<file path="src/rtl/fmul_arbiter_pkg.sv">
// Shared types and constants for the fmul arbiter: FSM states, the fp32 word type and
// field positions used by the zero-operand fast path (enabled by FMUL_ARB_ZERO_FAST_EN).
package fpu_arb_pkg;

  localparam int FP_W    = 32;
  localparam int SIGN    = 31;
  localparam int EXP_MSB = 30;
  localparam int EXP_LSB = 23;

  typedef logic [FP_W-1:0] fp32_t;

  typedef enum logic [1:0] {
    IDLE = 2'd0,
    EXEC = 2'd1,
    CAPT = 2'd2,
    RESP = 2'd3
  } state_e;

  function automatic logic exp_is_zero(input fp32_t x);
    return x[EXP_MSB:EXP_LSB] == '0;
  endfunction

  function automatic fp32_t signed_zero(input fp32_t a, input fp32_t b);
    return {a[SIGN] ^ b[SIGN], {(FP_W-1){1'b0}}};
  endfunction

endpackage

</file>
<file path="src/rtl/fmul_arbiter_if.sv">
// Request/response/fmul bundle between the requesters, the arbiter and the shared fmul.
interface fmul_arbiter_if
  import fpu_arb_pkg::*;
#(
  parameter int NREQ = 4
);

  logic  [NREQ-1:0] req_valid;
  fp32_t [NREQ-1:0] req_x1;
  fp32_t [NREQ-1:0] req_x2;
  logic  [NREQ-1:0] req_ready;
  logic  [NREQ-1:0] resp_valid;
  fp32_t            resp_y;
  logic  [NREQ-1:0] resp_ready;
  fp32_t            fm_x1;
  fp32_t            fm_x2;
  fp32_t            fm_y;

  // Requesters plus the external fmul: drives operands/acceptance and fm_y.
  modport master (
    output req_valid, req_x1, req_x2, resp_ready, fm_y,
    input  req_ready, resp_valid, resp_y, fm_x1, fm_x2
  );

  modport slave (
    input  req_valid, req_x1, req_x2, resp_ready, fm_y,
    output req_ready, resp_valid, resp_y, fm_x1, fm_x2
  );

endinterface

</file>
<file path="src/rtl/fmul_arbiter_rr.sv">
// Combinational round-robin arbiter: one-hot grant to the first set req bit at or after ptr.
module rr_arbiter #(
  parameter int N  = 4,
  parameter int PW = $clog2(N)
) (
  input  logic [N-1:0]  req,
  input  logic [PW-1:0] ptr,
  input  logic          en,
  output logic [N-1:0]  grant
);

  logic [PW:0] idx;
  logic        found;

  // The extra idx bit lets the wrap work for non-power-of-two N.
  always_comb begin
    grant = '0;
    found = 1'b0;
    idx   = '0;
    for (int k = 0; k < N; k++) begin
      idx = {1'b0, ptr} + (PW+1)'(k);
      if (idx >= (PW+1)'(N)) begin
        idx = idx - (PW+1)'(N);
      end
      if (en && !found && req[idx[PW-1:0]]) begin
        grant[idx[PW-1:0]] = 1'b1;
        found              = 1'b1;
      end
    end
  end

endmodule

</file>
<file path="src/rtl/fmul_arbiter.sv">
// Shares one two-cycle fmul among NREQ requesters with round-robin grants and a valid/ready
// response. Define FMUL_ARB_ZERO_FAST_EN to answer zero-exponent operands without fmul.
module fmul_arbiter
  import fpu_arb_pkg::*;
#(
  parameter int NREQ = 4
) (
  input logic          clk,
  input logic          rst,
  fmul_arbiter_if.slave bus
);

  localparam int IDW = $clog2(NREQ);

  state_e           state_q, state_d;
  logic [IDW-1:0]   owner_q, owner_d;
  logic [IDW-1:0]   rr_ptr_q, rr_ptr_d;
  fp32_t            fm_x1_q, fm_x1_d;
  fp32_t            fm_x2_q, fm_x2_d;
  fp32_t            resp_y_q, resp_y_d;
  logic [NREQ-1:0]  resp_valid_q, resp_valid_d;

  logic [NREQ-1:0]  grant;
  logic [NREQ-1:0]  owner_oh;
  logic [IDW-1:0]   grant_id;
  logic             any_grant;
  logic             resp_hs;
  logic             accept_en;
  fp32_t            sel_x1;
  fp32_t            sel_x2;

  assign resp_hs   = (state_q == RESP) && bus.resp_ready[owner_q];
  // Gating with rst keeps req_ready low while the block is held in reset.
  assign accept_en = !rst && ((state_q == IDLE) || resp_hs);

  rr_arbiter #(.N(NREQ), .PW(IDW)) u_rr (
    .req   (bus.req_valid),
    .ptr   (rr_ptr_q),
    .en    (accept_en),
    .grant (grant)
  );

  generate
    for (genvar gi = 0; gi < NREQ; gi++) begin : g_owner_oh
      assign owner_oh[gi] = (owner_q == IDW'(gi));
    end
  endgenerate

  always_comb begin
    grant_id = '0;
    for (int i = 0; i < NREQ; i++) begin
      if (grant[i]) begin
        grant_id = IDW'(i);
      end
    end
  end

  assign any_grant = |grant;
  assign sel_x1    = bus.req_x1[grant_id];
  assign sel_x2    = bus.req_x2[grant_id];

  always_comb begin
    state_d      = state_q;
    owner_d      = owner_q;
    rr_ptr_d     = rr_ptr_q;
    fm_x1_d      = fm_x1_q;
    fm_x2_d      = fm_x2_q;
    resp_y_d     = resp_y_q;
    resp_valid_d = resp_valid_q;

    case (state_q)
      IDLE: ;
      EXEC: state_d = CAPT;
      CAPT: begin
        resp_y_d     = bus.fm_y;
        resp_valid_d = owner_oh;
        state_d      = RESP;
      end
      RESP: begin
        if (resp_hs) begin
          resp_valid_d = '0;
          state_d      = IDLE;
        end
      end
      default: state_d = IDLE;
    endcase

    // A grant only exists inside the accept window, so it overrides the case defaults.
    if (any_grant) begin
      owner_d  = grant_id;
      rr_ptr_d = (grant_id == IDW'(NREQ-1)) ? '0 : grant_id + 1'b1;
`ifdef FMUL_ARB_ZERO_FAST_EN
      if (exp_is_zero(sel_x1) || exp_is_zero(sel_x2)) begin
        resp_y_d     = signed_zero(sel_x1, sel_x2);
        resp_valid_d = grant;
        state_d      = RESP;
      end else begin
        fm_x1_d = sel_x1;
        fm_x2_d = sel_x2;
        state_d = EXEC;
      end
`else
      fm_x1_d = sel_x1;
      fm_x2_d = sel_x2;
      state_d = EXEC;
`endif
    end
  end

  always_ff @(posedge clk or posedge rst) begin
    if (rst) begin
      state_q      <= IDLE;
      owner_q      <= '0;
      rr_ptr_q     <= '0;
      fm_x1_q      <= '0;
      fm_x2_q      <= '0;
      resp_y_q     <= '0;
      resp_valid_q <= '0;
    end else begin
      state_q      <= state_d;
      owner_q      <= owner_d;
      rr_ptr_q     <= rr_ptr_d;
      fm_x1_q      <= fm_x1_d;
      fm_x2_q      <= fm_x2_d;
      resp_y_q     <= resp_y_d;
      resp_valid_q <= resp_valid_d;
    end
  end

  assign bus.req_ready  = grant;
  assign bus.resp_valid = resp_valid_q;
  assign bus.resp_y     = resp_y_q;
  assign bus.fm_x1      = fm_x1_q;
  assign bus.fm_x2      = fm_x2_q;

endmodule

</file>
<file path="src/flat_wrapper.sv">
// flat-port wrapper written by rule: the top's interface ports become plain ports
module fmul_arbiter_flat import fpu_arb_pkg::*;
#(
  parameter int NREQ = 4
)
  (clk, rst, bus_req_valid, bus_req_x1, bus_req_x2, bus_resp_ready, bus_fm_y, bus_req_ready, bus_resp_valid, bus_resp_y, bus_fm_x1, bus_fm_x2);
  fmul_arbiter_if #(.NREQ(NREQ)) bus_i ();
  input logic clk;
  input logic rst;
  input wire logic [$bits(bus_i.req_valid)-1:0] bus_req_valid;
  input wire logic [$bits(bus_i.req_x1)-1:0] bus_req_x1;
  input wire logic [$bits(bus_i.req_x2)-1:0] bus_req_x2;
  input wire logic [$bits(bus_i.resp_ready)-1:0] bus_resp_ready;
  input wire logic [$bits(bus_i.fm_y)-1:0] bus_fm_y;
  output wire logic [$bits(bus_i.req_ready)-1:0] bus_req_ready;
  output wire logic [$bits(bus_i.resp_valid)-1:0] bus_resp_valid;
  output wire logic [$bits(bus_i.resp_y)-1:0] bus_resp_y;
  output wire logic [$bits(bus_i.fm_x1)-1:0] bus_fm_x1;
  output wire logic [$bits(bus_i.fm_x2)-1:0] bus_fm_x2;
  assign bus_i.req_valid = bus_req_valid;
  assign bus_i.req_x1 = bus_req_x1;
  assign bus_i.req_x2 = bus_req_x2;
  assign bus_i.resp_ready = bus_resp_ready;
  assign bus_i.fm_y = bus_fm_y;
  assign bus_req_ready = bus_i.req_ready;
  assign bus_resp_valid = bus_i.resp_valid;
  assign bus_resp_y = bus_i.resp_y;
  assign bus_fm_x1 = bus_i.fm_x1;
  assign bus_fm_x2 = bus_i.fm_x2;
  fmul_arbiter #(.NREQ(NREQ)) u_core (.clk(clk), .rst(rst), .bus(bus_i));
endmodule
</file>
<file path="config.mk">
export PLATFORM = sky130hd
export DESIGN_NAME = fmul_arbiter_flat
export DESIGN_NICKNAME = d
export VERILOG_FILES = /design/src/rtl/fmul_arbiter_pkg.sv /design/src/rtl/fmul_arbiter_if.sv /design/src/rtl/fmul_arbiter_rr.sv /design/src/rtl/fmul_arbiter.sv /design/src/flat_wrapper.sv
export SDC_FILE = /design/constraint.sdc
export NUM_CORES = 1
export LEC_CHECK = 0
export ABC_CLOCK_PERIOD_IN_PS = 3700
export BUFFER_PORTS_ARGS = -buffer_cell sky130_fd_sc_hd__buf_2
export CORE_AREA = 2 2 186 142
export CTS_CLUSTER_DIAMETER = 40
export DETAILED_ROUTE_END_ITERATION = 8
export DIE_AREA = 0 0 188 144
export PLACE_DENSITY = 0.58
export SKIP_CTS_REPAIR_TIMING = 1
export SYNTH_ARGS = -nofsm -noshare
export SYNTH_HDL_FRONTEND = slang
export SYNTH_SLANG_ARGS = --single-unit
</file>
<file path="constraint.sdc">
create_clock -name clk -period 3.7 [get_ports clk]
set_input_delay 0 -clock clk [delete_from_list [all_inputs] [get_ports clk]]
set_output_delay 0 -clock clk [all_outputs]
set_load 0.02 [all_outputs]
</file>
==> reports/results.ini, run 1 <==
[routing]
first_pass_iters=5
ant_nets=0
drt-vias-per-instance=4.928
drt_wl_total_um=28210
drcViolationCount=0
wire_per_inst_um=18.07
dr_total_vias=7693
dr.first_iter.drc_count=305

[placement]
portBuffers=401
dp.cells=1334
place_area_um2=8636
post-dp-hpwl_um=18050
place_ws_ns=0.3068
gp_congestion=0.8300

[synthesis]
synth_cell_types=51
synthTopCellsByCount=106 x dfrtp_1, 75 x nand2_1, 69 x nor2b_1, 65 x o221ai_1, 64 x o211ai_1
avgSynthCellArea_um2=9.952
synth-seq-cells=106
yosysMostFrequentCell=dfrtp_1
synth-edff-count=0
syn-cell-area_um2=6220
synthTopCellsByArea=dfrtp_1 43%, o221ai_1 9.2%, o211ai_1 7.7%
yosys_most_used_dff=dfrtp_1
yosysSeqAreaShare=0.4265
synthArstFlopShare=1.000
synthCells=625
yosysTopAreaCell=dfrtp_1
netlist.area_leader.share=0.4265
yosysWarningCount=0
syn-num-nets=933

[timing]
holdWs_ns=-0.02147
setup_viol=0
worst_slack_ns=0.1153
max_slew.worst_pin.slew_ns=0.7687
fmax_ghz=0.2790
hold_violations=23
slew-limit-headroom=0.4875
fin_crit_sh=0.9688
finalClockSkew_ns=0.01348
slew_viol_final=0
finalCriticalPeriod_ns=3.585
tns_ns=0

[run_status]
violations=hold timing
status=complete, but fails checks

[floorplanning]
pin_count=402
die-height_um=144
row_count=51
coreArea_um2=25460
start_util=0.2443
die_w_um=188
dieArea_um2=27070

[critical_path]
r2r_slack_ns=0.12
start_kind=register
crit_path_end_kind=register
crit_fanout=28
crit_required_ns=3.98
cp.arrival_ns=3.86
path_class=reg2reg

[hold_path]
hold_class=in2reg

[cts]
clock_path_buffers=2
cts-root-buf=clkbuf_16
cts_buffers=9
cts.sinks=106
cts.clk_slew.worst_paths_ns=0.08
cts_tree=yes
cts.htree.levels=3
insertion_delay_ns=0.36

[power]
p_per_area_nw_per_um2=711.2
p_leak_nw=5.065
ir_drop_mv=0.4868
power.total_mw=7.868

[grt]
grt_first_pass_wirelength_um=36280
grt_overflow_total=0
grtUsageTotal=0.1728
grt_antenna_before_repair=1
grt_pass1_vias=6417
grt_max_degree=66

[layout]
areaGrowthSynthToFinish_pct=77.87
layout-drive-gt1-share=0.4063
fin_cells=1561
final_area_um2=11060
nNetsFinal=1519
post-route-util=0.4345

[job]
maxCapViolCount=0

==> report_power, final <==
group / total [mW] / switching (mW) / internal (mW)
registers: 2.03 / 0.309 / 1.72
logic: 4.79 / 2.83 / 1.96
clock network: 1.05 / 0.509 / 0.546
total: 7.87 / 3.65 / 4.22
==> worst max-delay path, cell delays in order (launching register included) <==
cell,delay (ns)
dfrtp_1,0.35
inv_1,0.06
ha_1,0.38
mux4_2,0.66
nor2b_1,0.19
o31ai_2,0.33
o211a_2,0.25
buf_4,0.37
o221ai_1,0.22
dlygate4sd3_1,0.61
o211ai_1,0.08
==> sequential cells by signal, indices dropped and copies added (netlist names) <==
signal	flops
u_core.bus.fm_x1	32
u_core.state_q	2
u_core.bus.resp_y	32
u_core.bus.resp_valid	4
u_core.bus.fm_x2	32
u_core.rr_ptr_q	2
u_core.owner_q	2
==> layer usage <==
metal  up-vias  wire length [um]  track usage  part of all wire
li1       3521                 -            -                 -
met1      3679             11350       0.2230              0.40
met2       420             13990       0.2828              0.50
met3        73              1959      0.04052             0.069
met4         0               918      0.06589             0.033
met5         -                 0            0                 0
==> worst paths after layout <==
kind / cells past startpoint / start / endpoint
min in group asynchronous: 4 / rst / u_core.owner_q[1]$_DFFE_PP0P_
setup reg to reg: 10 / u_core.rr_ptr_q[1]$_DFFE_PP0P_ / u_core.bus.fm_x2[28]$_DFFE_PP0P_
setup / recovery: 10 / u_core.rr_ptr_q[1]$_DFFE_PP0P_ / u_core.bus.fm_x2[28]$_DFFE_PP0P_
hold reg to reg: 2 / u_core.bus.fm_x1[6]$_DFFE_PP0P_ / u_core.bus.fm_x1[6]$_DFFE_PP0P_
hold / removal: 3 / bus_req_x1[17] / u_core.bus.fm_x1[17]$_DFFE_PP0P_
max in group asynchronous: 5 / rst / u_core.bus.fm_x1[3]$_DFFE_PP0P_
==> kinds of logic (layout without fill, tap and decap cells) <==
| group | Yosys count | after routing | synth area share |
|---|---|---|---|
| AO/OA/AOI/OAI | 226 | 226 | 0.2710 |
| adder cells (fa/ha/maj) | 10 | 10 | 0.02012 |
| buffers and inverters | 68 | 659 | 0.05110 |
| flip-flops | 106 | 106 | 0.4265 |
| multiplexers | 46 | 46 | 0.09234 |
| other | 0 | 1 | 0 |
| AND/OR/NAND/NOR | 169 | 169 | 0.1390 |
==> cells in the final DEF, fill, tap and decap left out, types with 2 or more instances in the layout <==
cell	count
a31o_1	2
buf_4	17
mux2i_1	5
a22o_1	2
and2_1	4
o221ai_1	65
ha_1	10
nor3b_1	2
a21o_1	2
inv_6	2
mux2_2	34
nand2b_1	5
o21ai_0	62
clkinv_8	2
clkbuf_16	9
o22ai_1	5
inv_1	9
dlygate4sd3_1	210
nor2b_1	69
clkinv_4	2
buf_12	5
buf_2	401
dfrtp_1	106
o21ai_1	4
a21oi_1	2
mux4_2	5
o211ai_1	64
nand2_1	75
and3_1	5
nor2_1	4
a21oi_4	2
==> area by class of cell <==
class / instances / area, um^2
Antenna cell: 1 / 2.502
Multi-Input combinational cell: 451 / 3277
Clock inverter: 7 / 97.59
Clock buffer: 9 / 225.2
Timing Repair Buffer: 633 / 4337
Fill cell: 2402 / 14400
Inverter: 10 / 41.29
Sequential cell: 106 / 2653
Tap cell: 344 / 430.4
Note: power is estimated with default switching activity, not from simulation.
==> run 2: changes to the inputs <==
- ABC_CLOCK_PERIOD_IN_PS: 3700 -> 3400
- clock period: 3.7 -> 3.4 ns (I/O delays scaled with it)
==> run 2 against run 1 <==
The flow still finishes with violations (hold timing); first-iteration DRC count rose by 30%; routed wire length fell by 1.1%; cell area rose by 0.69%; sequential share of layout area fell by 0.16 points; power rose by 8.1%; clock power rose by 10%; via count fell by 0.82%; critical path depth fell by 3; setup slack improved by 0.069 ns; sequential cell count did not move.
==> reports/results.ini, run 2 (same netlist as run 1, synthesis figures left out) <==
[run_status]
status=complete, but fails checks
violations=hold timing

[floorplanning]
row_count=51  ; unchanged
die-height_um=144  ; unchanged
die_w_um=188  ; unchanged
dieArea_um2=27070  ; unchanged
pin_count=402  ; unchanged
coreArea_um2=25460  ; unchanged
start_util=0.2443  ; unchanged

[power]
pwr-share-clk=0.137  ; +0.003
p_sw_frac=0.4648  ; +0.001058
p_per_area_nw_per_um2=763.6  ; +7.4%
ir_drop_mv=0.4753  ; -2.4%
power.total_mw=8.506  ; +8.1%
p_leak_nw=5.106  ; +0.80%
net-switching-power_mw=3.954  ; +8.4%
power_frac_comb=0.603  ; -0.006
seqPwrFrac=0.260  ; +0.003
p_int_mw=4.553  ; +7.9%

[placement]
portBuffers=401  ; unchanged
place_area_um2=8606  ; -0.35%
post-dp-hpwl_um=17810  ; -1.4%
gp_congestion=0.8611  ; +3.7%

[grt]
use_met3=0.04052  ; unchanged
grt_use_met1=0.2147  ; -0.008338
grt_max_degree=74  ; +12%
grt_busiest_layer=met2
grt_antenna_before_repair=1  ; unchanged
grt_first_pass_wirelength_um=36240  ; -0.12%
grtUsageTotal=0.1719  ; -0.0009404
grt_overflow_total=0  ; unchanged
use_met2=0.2950  ; +0.01224
grt_pass1_vias=6413  ; -0.062%

[cts]
cts.sinks=106  ; unchanged
cts.htree.levels=3  ; unchanged
clock_path_buffers=2  ; unchanged
cts-root-buf=clkbuf_16
cts.clk_slew.worst_paths_ns=0.08  ; about the same
cts_buffers=9  ; unchanged
insertion_delay_ns=0.36  ; about the same
cts_tree=yes

[timing]
hold_violations=27  ; +17%
slew-limit-headroom=0.4616  ; -0.02594
slew_viol_final=0  ; unchanged
finalCriticalPeriod_ns=3.216
finalClockSkew_ns=0.01045  ; -0.003029 ns
holdWs_ns=-0.04624  ; -0.02476 ns
max_slew.worst_pin.slew_ns=0.8076  ; +0.03890 ns
fin_crit_sh=0.9458
setup_viol=0  ; unchanged
fmax_ghz=0.3110
rsz0062_at_grt=no

[critical_path]
cp-endpoint=bus_req_ready[1]
start_kind=register
worstReg2RegStart=u_core.rr_ptr_q[0]$_DFFE_PP0P_
crit_path_end_kind=primary output
crit_fanout=32  ; +14%
reg2reg_depth=10  ; unchanged
slowest_delay_ns=0.65  ; about the same
crit_required_ns=3.40  ; -0.58 ns
crit_path_start=u_core.rr_ptr_q[0]$_DFFE_PP0P_
r2r_slack_ns=0.27  ; +0.15 ns
cp.arrival_ns=3.22  ; -0.64 ns
r2r_end=u_core.bus.fm_x1[14]$_DFFE_PP0P_
path_class=reg2out
critPathSlowestCell=mux4_2
crit_chain=inv_1 > ha_1 > mux4_2 > a21o_1 > o31ai_4 > buf_4 > buf_2

[hold_path]
hold_class=in2reg

[routing]
ant_nets=0  ; unchanged
dr.first_iter.drc_count=398  ; +30%
first_pass_iters=5  ; unchanged
drcViolationCount=0  ; unchanged
dr_total_vias=7630  ; -0.82%
wire_per_inst_um=17.80  ; -1.5%
drt-vias-per-instance=4.869  ; -1.2%
drt_wl_total_um=27900  ; -1.1%

[layout]
final_area_um2=11140  ; +0.69%
final_cell_mix=401 x buf_2, 220 x dlygate4sd3_1, 106 x dfrtp_1, 75 x nand2_1, 69 x nor2b_1
layout-drive-gt1-share=0.4018  ; -0.004450
fill_cells=2345  ; -2.4%
areaGrowthSynthToFinish_pct=79.10
final_common_cell=buf_2
nNetsFinal=1525  ; +0.39%

[job]
maxCapViolCount=0  ; unchanged

-- run 2: worst min path at each step --
| stage | startpoint | endpoint | slack (ns) | depth (start not counted) |
|---|---|---|---|---|
| 3_5_place_dp | bus_fm_y[15] | u_core.bus.resp_y[15]$_DFFE_PP0P_ | 0.24 | 2 |
| 5_1_grt | bus_req_x1[12] | u_core.bus.fm_x1[12]$_DFFE_PP0P_ | -0.02 | 3 |
| 4_1_cts | bus_fm_y[15] | u_core.bus.resp_y[15]$_DFFE_PP0P_ | -0.16 | 2 |
| 2_1_floorplan | bus_fm_y[28] | u_core.bus.resp_y[28]$_DFFE_PP0P_ | 0.15 | 1 |
| 6_report | bus_req_x2[37] | u_core.bus.fm_x2[5]$_DFFE_PP0P_ | -0.05 | 3 |
| 3_3_place_gp | bus_fm_y[7] | u_core.bus.resp_y[7]$_DFFE_PP0P_ | 0.24 | 2 |
-- run 2: critical path: cells and delay by family, from the launching register on --
family                     cells  cell delay (ns)
AOI/OAI and AO/OA              2             0.65
adders and majority gates      1             0.38
buffers and inverters          3             0.82
DFF                            1             0.35
muxes                          1             0.65
-- run 2: layout make-up --
cell class | count | area [um^2] | area share
repair buffers | 639 | 4407 | 0.3956
multi-input cells | 451 | 3283 | 0.2947
flip-flops and latches | 106 | 2653 | 0.2381
well taps | 344 | 430.4 | 0.03864
clock buffers | 9 | 225.2 | 0.02022
clock inverters | 7 | 97.59 | 0.008761
inverters | 10 | 41.29 | 0.003707
diodes | 1 | 2.502 | 0.0002246
-- run 2: power by group through the flow --
stage	registers, mW	clock network (mW)	logic [mW]
floorplan	2.84	0	2.65
global placement	2.21	0	4.89
detailed placement	2.21	0	4.93
CTS	2.20	1.22	4.92
global route	2.28	1.27	5.56
finish	2.21	1.16	5.13
-- run 2: metal layers --
layer / share of wire / up-vias
met5: 0 / -
met4: 0.027 / 0
met3: 0.072 / 65
met1: 0.40 / 3623
met2: 0.50 / 405
li1: - / 3537
-- run 2: metrics by stage --
step,util,worst slack [ns],TNS (ns),instances
floorplan,-,0.07666,0,625
global placement,0.3380,0.01636,0,1330
detailed placement,0.3380,-0.01083,-0.01083,1330
CTS,0.3507,-0.03124,-0.03124,1346
global route,0.4375,0.02215,0,1567
finish,0.4375,0.1844,0,1567
==> run 3: changes to the inputs <==
- CORE_AREA: 2 2 186 142 -> 2 2 157 159
- DIE_AREA: 0 0 188 144 -> 0 0 159 161
- PLACE_DENSITY: 0.58 -> 0.6
==> run 3 against run 2 <==
The run still ends with hold timing left; count of clock-buffer cells in the layout is the same; global-route usage grew 0.57 points; routed wire length grew 0.14%; utilization grew 2.3 points; die area shrank 5.4%; clock power shrank 8%; combinational power is essentially flat; critical path type is now reg2reg.
==> reports/results.ini, run 3 (same netlist as run 1, synthesis figures left out) <==
[layout]
final_cell_mix=401 x buf_2, 214 x dlygate4sd3_1, 106 x dfrtp_1, 75 x nand2_1, 69 x nor2b_1
nNetsFinal=1522  ; -0.20%
layout-drive-gt1-share=0.4044  ; +0.002630
areaGrowthSynthToFinish_pct=77.43
final_common_cell=buf_2
fin_cells=1545  ; -1.4%

[timing]
tns_ns=0  ; unchanged
rsz0062_at_grt=no
holdWs_ns=-0.03884  ; +0.007393 ns
fin_crit_sh=0.9251  ; -0.02067
setup_viol=0  ; unchanged
fmax_ghz=0.3179  ; +2.2%
finalClockSkew_ns=0.01284  ; +0.002386 ns
hold_violations=21  ; -22%
slew_viol_final=0  ; unchanged
slew-limit-headroom=0.4607  ; -0.0008300
finalCriticalPeriod_ns=3.145  ; -0.07027 ns
max_slew.worst_pin.slew_ns=0.8089  ; +0.001245 ns

[cts]
clock_path_buffers=2  ; unchanged
cts_buffers=9  ; unchanged
cts-root-buf=clkbuf_16
cts.clk_slew.worst_paths_ns=0.08  ; about the same
cts.sinks=106  ; unchanged
insertion_delay_ns=0.36  ; about the same
cts.htree.levels=3  ; unchanged
cts_tree=yes

[routing]
ant_nets=0  ; unchanged
drt-vias-per-instance=4.968  ; +2.0%
dr.first_iter.drc_count=595  ; +49%
wire_per_inst_um=18.08  ; +1.6%
drcViolationCount=0  ; unchanged
first_pass_iters=5  ; unchanged
drt_wl_total_um=27930  ; +0.14%
dr_total_vias=7676  ; +0.60%

[floorplanning]
row_count=57  ; +12%
pin_count=402  ; unchanged
coreArea_um2=23960  ; -5.9%
start_util=0.2596  ; +0.01527
dieArea_um2=25600  ; -5.4%
die-height_um=161  ; +12%
die_w_um=159  ; -15%

[run_status]
violations=hold timing
status=complete, but fails checks

[placement]
portBuffers=401  ; unchanged
dp.cells=1313  ; -1.3%
gp_congestion=0.8570  ; -0.48%
post-dp-hpwl_um=17910  ; +0.60%

[critical_path]
critPathSlowestCell=a2111oi_4
crit_chain=inv_1 > ha_1 > mux2i_1 > o22ai_1 > a2111oi_4 > o31ai_4 > a211oi_4 > buf_4 > nand2_1 > o211ai_1
cp.buffers_inverters=2  ; -1
crit_required_ns=3.66  ; +0.26 ns
path_class=reg2reg
crit_fanout=25  ; -22%
start_kind=register
crit_family=compound AO/OA/AOI/OAI gates
slowest_delay_ns=0.47  ; -0.18 ns
cp.arrival_ns=3.41  ; +0.19 ns
crit_path_end_kind=register

[job]
maxCapViolCount=0  ; unchanged

[grt]
grt_antenna_before_repair=4  ; +3
grt_overflow_total=0  ; unchanged
grt_pass1_vias=6589  ; +2.7%
grt_max_degree=83  ; +12%
grtUsageTotal=0.1776  ; +0.005683
grt_first_pass_wirelength_um=36020  ; -0.59%

[power]
ir_drop_mv=0.4549  ; -4.3%
p_per_area_nw_per_um2=757.9  ; -0.75%
p_leak_nw=5.069  ; -0.72%

[hold_path]
hold_class=in2reg

-- run 3: path summary, 6_finish.rpt --
path	end	slack, ns	start	cells past startpoint
max in group asynchronous	u_core.bus.fm_x1[7]$_DFFE_PP0P_	1.76	rst	5
worst min register to register	u_core.bus.resp_valid[1]$_DFFE_PP0P_	0.50	u_core.bus.resp_valid[1]$_DFFE_PP0P_	1
worst max-delay path	u_core.bus.fm_x2[19]$_DFFE_PP0P_	0.25	u_core.rr_ptr_q[0]$_DFFE_PP0P_	10
worst max register to register	u_core.bus.fm_x2[19]$_DFFE_PP0P_	0.25	u_core.rr_ptr_q[0]$_DFFE_PP0P_	10
worst min-delay path	u_core.bus.fm_x1[28]$_DFFE_PP0P_	-0.04	bus_req_x1[60]	3
min in group asynchronous	u_core.owner_q[1]$_DFFE_PP0P_	0.41	rst	4
-- run 3: power breakdown --
group	total, mW	leakage [nW]	internal, mW	switching (mW)
Sequential	2.20	1.31	1.87	0.331
Combinational	5.10	3.61	2.07	3.03
Clock	1.07	0.143	0.521	0.549
-- run 3: area by class of cell --
class / instances / area, um^2
timing repair buffer: 636 / 4357
sequential: 106 / 2653
multi-input combinational: 451 / 3277
antenna: 2 / 5.005
inverter: 10 / 41.29
fill: 2206 / 12930
tap: 324 / 405.4
clock inverter: 7 / 72.57
clock buffer: 9 / 225.2
-- run 3: worst min-delay path, delay by kind of cell --
family | cells | cell delay, ns
compound gates | 2 | 0.19
buf+inv | 1 | 0.09
-- run 3: routing by layer --
| metal | vias up | share of wire | global-route usage |
|---|---|---|---|
| li1 | 3527 | - | - |
| met1 | 3598 | 0.39 | 0.2069 |
| met2 | 449 | 0.49 | 0.3138 |
| met3 | 98 | 0.082 | 0.04982 |
| met4 | 4 | 0.042 | 0.06198 |
| met5 | - | 0.0011 | 0 |
-- run 3: through the flow --
stage	cell area (um^2)	hold WS, ns	total power [mW]	setup slack, ns	utilization
after CTS	8889	-0.1530	8.203	0.2671	0.3709
after floorplan	6223	0.1517	5.497	0.07666	-
final	11040	-0.03884	8.364	0.2547	0.4605
after global routing	11040	-0.003570	8.935	0.04473	0.4605
after global placement	8591	0.2326	7.036	0.3230	0.3585
after detailed placement	8591	0.2373	7.099	0.3063	0.3585
